$ cat src/rtl/queue_pkg.sv
// queue_pkg: widths and limits shared by the queue counter and the wait-time lookup
package queue_pkg;
  localparam int PW = 3;
  localparam int TW = 2;
  localparam int WW = 5;
  localparam int TSERVICE = 3;
  localparam int P_MAX = 7;
  localparam int T_MAX = 3;
endpackage

$ cat src/rtl/wait_time_rom.sv
// wait_time_rom: combinational wait estimate floor(TSERVICE*(pCount+tCount-1)/tCount), zero for empty queue or no tellers
module wait_time_rom #(
  parameter int TSERVICE = queue_pkg::TSERVICE,
  parameter int PW = queue_pkg::PW,
  parameter int TW = queue_pkg::TW,
  parameter int WW = queue_pkg::WW
) (
  input  logic [PW-1:0] pCount,
  input  logic [TW-1:0] tCount,
  output logic [WW-1:0] wTime
);
  localparam int NW = WW + TW + 1;
  logic [NW-1:0] num;
  // ceil-style numerator divided by teller count; the zero cases mask the divide
  always_comb begin
    num = NW'(TSERVICE) * (NW'(pCount) + NW'(tCount) - NW'(1));
    wTime = (pCount == '0 || tCount == '0) ? '0 : WW'(num / NW'(tCount));
  end
endmodule

$ cat src/rtl/wait_time_lut.sv
// wait_time_lut: registered wait-time lookup; define WAIT_TERR_EN to add the tErr illegal-teller flag
module wait_time_lut #(
  parameter int TSERVICE = queue_pkg::TSERVICE,
  parameter int PW = queue_pkg::PW,
  parameter int TW = queue_pkg::TW,
  parameter int WW = queue_pkg::WW
) (
  input  logic          clk,
  input  logic          reset,
  input  logic [PW-1:0] pCount,
  input  logic [TW-1:0] tCount,
`ifdef WAIT_TERR_EN
  output logic          tErr,
`endif
  output logic [WW-1:0] wTime
);
  logic [WW-1:0] romWait;
  wait_time_rom #(.TSERVICE(TSERVICE), .PW(PW), .TW(TW), .WW(WW)) rom (
    .pCount(pCount),
    .tCount(tCount),
    .wTime(romWait)
  );
  // one-cycle output register, reset wins
  always_ff @(posedge clk) wTime <= reset ? '0 : romWait;
`ifdef WAIT_TERR_EN
  // flag a non-empty queue with no open tellers
  always_ff @(posedge clk) tErr <= reset ? 1'b0 : (tCount == '0) && (pCount != '0);
`endif
endmodule

$ cat config.mk
export PLATFORM = sky130hd
export DESIGN_NAME = wait_time_lut
export DESIGN_NICKNAME = d
export VERILOG_FILES = /design/src/rtl/queue_pkg.sv /design/src/rtl/wait_time_rom.sv /design/src/rtl/wait_time_lut.sv
export SDC_FILE = /design/constraint.sdc
export NUM_CORES = 1
export LEC_CHECK = 0
export CAP_MARGIN = 20
export CORE_ASPECT_RATIO = 1.4
export CORE_MARGIN = 5
export CORE_UTILIZATION = 35
export DETAILED_ROUTE_END_ITERATION = 7
export SETUP_SLACK_MARGIN = 0.1
export SYNTH_ARGS = -nofsm -noshare
export SYNTH_HDL_FRONTEND = slang
export SYNTH_HIERARCHICAL = 1
export SYNTH_SLANG_ARGS = --single-unit
export TNS_END_PERCENT = 1
$ cat constraint.sdc
create_clock -name clk -period 25.2 [get_ports clk]
set_clock_uncertainty 0.05 [all_clocks]
set_input_delay 2.52 -clock clk [delete_from_list [all_inputs] [get_ports clk]]
set_output_delay 2.52 -clock clk [all_outputs]
set_load 0.02 [all_outputs]
==> After elaboration in Yosys (flattened, before gate mapping) <==
Cells that the tools add are included.
W data, S select, Z words.
{ "word_totals": {"word_cells": 9, "regBits": 5} }
{ "op_classes": {"div": 1, "n_reduce_logical": 4, "mul": 1, "add_sub_neg": 2} }
{ "op_table": {"columns": ["cell", "n"], "rows": [
  ["$div A8 B2 Y8", 1],
  ["$mul A2 B8 Y8 const A", 1],
  ["$sub A8 B1 Y8 const B", 1],
  ["$add A3 B2 Y4", 1],
  ["$logic_not A3 Y1", 1],
  ["$logic_not A2 Y1", 1],
  ["$reduce_or A2 Y1", 1],
  ["$logic_or A1 B1 Y1", 1]
]} }

==> Longest topological paths before layout <==
{ "logic_depth": {"depth_word": 4, "mapped_depth": 51} }

==> Cells and area by module <==
The synthesis kept the hierarchy.
{ "modules_own_cells": {"columns": ["module", "seq_area_each_um2", "cells_per_inst", "n_inst", "area_per_inst_um2"], "rows": [
  ["wait_time_rom", 0.0, 194, 1, 1476.4],
  ["wait_time_lut", 100.1, 10, 1, 131.4]
]} }

==> Worst setup path after synthesis <==
No wires, ideal clock.
{ "synth_path": {"path_type": "input port to flip-flop", "start": "input tCount[1]", "end": "register wTime[0]", "path_buffers": 0, "path_slack_ns": 12.231, "arrival_ns": 12.805, "required_ns": 25.036, "setup_time_ns": 0.114, "path_stages": 50, "path_cell_list": "inv_1 ha_1 inv_1 ha_1 fa_1 xnor2_1 ha_1 ha_1 nor2_1 nor3b_2 xnor2_1 ha_1 nor2b_1 nor2_1 a21oi_1 ha_1 a21o_2 o31a_1 (+14 left out) o211ai_1 nor2_1 mux2i_1 ha_1 o21a_1 nor2_1 o221a_4 mux2i_1 ha_1 a21oi_1 nor2b_1 nand2_1 mux2i_1 ha_1 a211oi_1 a31oi_1 a32o_1 nor2b_1"} }
{ "synth_between": {"elab_chain_len": 4} }
{ "synth_rtl": {"columns": ["item", "line_no", "source"], "rows": [
  ["start, declared", "wait_time_lut.sv:11", "input logic [TW-1:0] tCount,"],
  ["$add A3 B2 Y4", "wait_time_rom.sv:16", "num = NW'(TSERVICE) * (NW'(pCount) + NW'(tCount) - NW'(1));"],
  ["$sub A8 B1 Y8", "wait_time_rom.sv:16", null],
  ["$mul A2 B8 Y8", "wait_time_rom.sv:16", null],
  ["$div A8 B2 Y8", "wait_time_rom.sv:17", "wTime = (pCount == '0 || tCount == '0) ? '0 : WW'(num / NW'(tCount));"],
  ["end signal, assigned", "wait_time_lut.sv:24", "always_ff @(posedge clk) wTime <= reset ? '0 : romWait;"],
  ["end, declared", "wait_time_lut.sv:15", "output logic [WW-1:0] wTime"]
]} }
Several ways; a longest one is shown, not always the timed one.
A chain may end at the register's enable or synchronous reset.

==> Final worst setup path <==
Ends and elaborated chain as after synthesis.

==> summary.txt <==
Worst setup path
  – Startpoint types: input pin
  – Worst-path fanout max: 9
  – Worst Setup End Kind: flop
  – Critical Path RT: 25.26 ns
  – Critical-path top delay cell: clkdlybuf4s50_1
  – CP arrival: 14.91 ns
  – CP dominant cell by count: ha_1
  – WS Path Type: input pin to flop
  – CP peak stage delay: 0.56 ns

Floorplanning
  – Starting density of the core: between 30 and 40%
  – Die Span Y: 90.2 microns
  – Core ar.: approximately 4500 sq um
  – Die width: ~67 microns
  – Top Ports: 12
  – Rows: 29
  – Die ar.: 6070 sq um

Synth
  – Post-synth top area share: 21.8%
  – Post-synthesis cell type count: 57
  – Synth Flop Type: dfxtp_1
  – Synth Instances: 204
  – Synth top area cells: ha_1 22%, dfxtp_1 6.2%, nor2_1 4.9%
  – Mapped cell area: 1610 sq um
  – Ys async rst share: 0%
  – Synthesized Nets: 242
  – Synthesis-stage register bit count: 5
  – Count of flip-flops with a built-in enable after synthesis: 0
  – Part of the Yosys area used for sequential elements: 6.23%
  – Synthesis warning total: 6
  – Synth area leader: ha_1
  – Post-synthesis average cell area: 7.88 sq um

Clocking
  – H-tree depth: 1
  – Post-cts hold buffer count: 0
  – Post-CTS Setup Bufs: 0
  – TritonCTS clock tree: built
  – PostCTS Resize Cnt: 0
  – CTS clk-pin slew, worst paths: 0.03 ns
  – Num CTS Buffers: 3
  – CTS Root Cell: clkbuf_8
  – Clock sink count: 5
  – CTS Buffer Depth: 2

Finish
  – Max FFs per register: 5
  – Biggest regs: wTime x5
  – Diode count: 0
  – Share of cells above drive strength 1: 11.0%
  – Multi-input gate area: 1430 sq um
  – Storage element area: 100 sq um
  – Fillcell total: 512
  – Area Growth Syn to Fin: 14.2%
  – Post-Layout Cell Count: 280
  – Largest Register: wTime
  – Fin nets: 257

Power and ir drop
  – Peak supply drop: 0.0384 mV
  – PD cells: 137 nW/um^2
  – Cell leakage power: between 0.8 and 0.9 nW

Detailed routing
  – DRT antenna net count: 0
  – Detailed-route wire length per cell: 13.5 microns
  – Drt total wl: 3.77 mm
  – Drt first pass iters: 4
  – Vias per std cell: 5.44
  – Iteration-0 DRC Markers: 33
  – Post-route DRC: 0
  – Via count: roughly 1500

Placed design
  – Setup WS pre-CTS: about 10 ns
  – Gpl congestion: around 0.83
  – Cell total after placement: 276
  – HPWL Detailed: 3.25 mm
  – PortBufs: 11

STA
  – Setup Total Neg Slack: 0 ns
  – Final hold vios: 0
  – Fmax: roughly 67 MHz
  – Setup Viol. Count Final: 0
  – Hold_ws: a little under 3 ns
  – Final worst slack: a little over 10 ns
  – Worst slew pin tran: 0.868 ns
  – Slew HR: 41.9%
  – RSZ-0062 raised after global routing: no
  – Slew Limit Fails: 0
  – Fin crit period: 14.86 ns
  – Period utilisation layout: between 50% and 60%

Run
  – Max cap viols: 0

Global routing
  – Grt ovf: 0
  – GRT Total Usage: 13.7%
  – Initial antenna violation count: 0
  – Largest net degree at the start of global routing: 10
  – First-pass GRT wire length: 6.72 mm
  – Vias in the first global route: 1565

Worst hold path
  – Hold crit path type: input pin to flop

Run status
  – Status: complete, no violations
worst paths after layout:
kind / startpoint / endpoint / slack (ns) / cells after the start
min: reset / wTime[2] / 2.89 / 2
max: tCount[1] / wTime[0] / 10.34 / 51
cell usage in the layout (no fill, tap or decap), drive strengths merged, types with 4 or more instances in the layout:
master          n
a21oi           8
inv            20
or2             6
nand3           4
o21ai           8
xnor2           6
o211ai          6
a211oi          4
nor3            6
nand2          13
clkbuf          4
mux2i           7
nor2           22
nor2b           8
dfxtp           5
clkdlybuf4s50  11
ha             28
cell families (layout without fill, tap and decap cells):
| group | count (synthesis) | count (layout) | share of synthesized area [%] |
|---|---|---|---|
| compound gates | 54 | 54 | 28.6 |
| xor+xnor | 6 | 6 | 3.27 |
| fa+ha+maj | 32 | 32 | 26.1 |
| buf+inv | 22 | 36 | 5.14 |
| flops | 5 | 5 | 6.23 |
| mux | 8 | 8 | 5.06 |
| simple gates | 77 | 77 | 25.6 |
worst max-delay path: cells and delay by family:
family / cells / cell delay, ns
multiplexers: 3 / 0.71
AND/OR/NAND/NOR: 13 / 2.87
AO/OA/AOI/OAI: 16 / 3.71
adder cells (fa/ha/maj): 13 / 3.66
buffers and inverters: 4 / 0.97
XOR/XNOR: 2 / 0.48
layout make-up:
cell class | instances | share of cell area, %
Tap cell | 62 | 4.22
Timing Repair Buffer | 11 | 5.99
Sequential cell | 5 | 5.45
Clock buffer | 4 | 2.45
Multi-Input combinational cell | 177 | 77.6
Inverter | 21 | 4.29
metal layers:
metal | GRT usage, % | part of all wire [%]
met5 | 0 | 0
met4 | 5.41 | 1.4
met3 | 0.998 | 1.5
met2 | 26.2 | 57
met1 | 14.8 | 40
power by group:
group | switching, W | internal, W
sequential | 0.000000777 | 0.0000115
clock | 0.00000380 | 0.0000108
combinational | 0.000128 | 0.0000957
metrics by stage:
step / utilization (%) / total power [W] / cell area [sq um]
floorplan: - / 0.000191 / 1610
detailed placement: 39.8 / 0.000236 / 1790
global route: 40.8 / 0.000281 / 1840
CTS: 40.8 / 0.000252 / 1840
global placement: 39.8 / 0.000235 / 1790
finish: 40.8 / 0.000251 / 1840
synth_stat cells (2+ instances only):
cell type	n
a211o_1	2
a211oi_1	2
a21boi_4	2
a21o_1	2
a21oi_1	7
a31oi_1	3
and2_1	2
and3_1	3
dfxtp_1	5
fa_1	3
ha_1	28
inv_1	20
mux2i_1	7
nand2_1	13
nand2b_1	3
nand3_1	4
nor2_1	21
nor2b_1	8
nor3_1	5
o2111ai_1	2
o211ai_1	6
o21a_1	3
o21ai_0	7
o221ai_1	2
or2_2	6
or3_1	2
xnor2_1	6
Note: power is estimated with default switching activity, not from simulation.
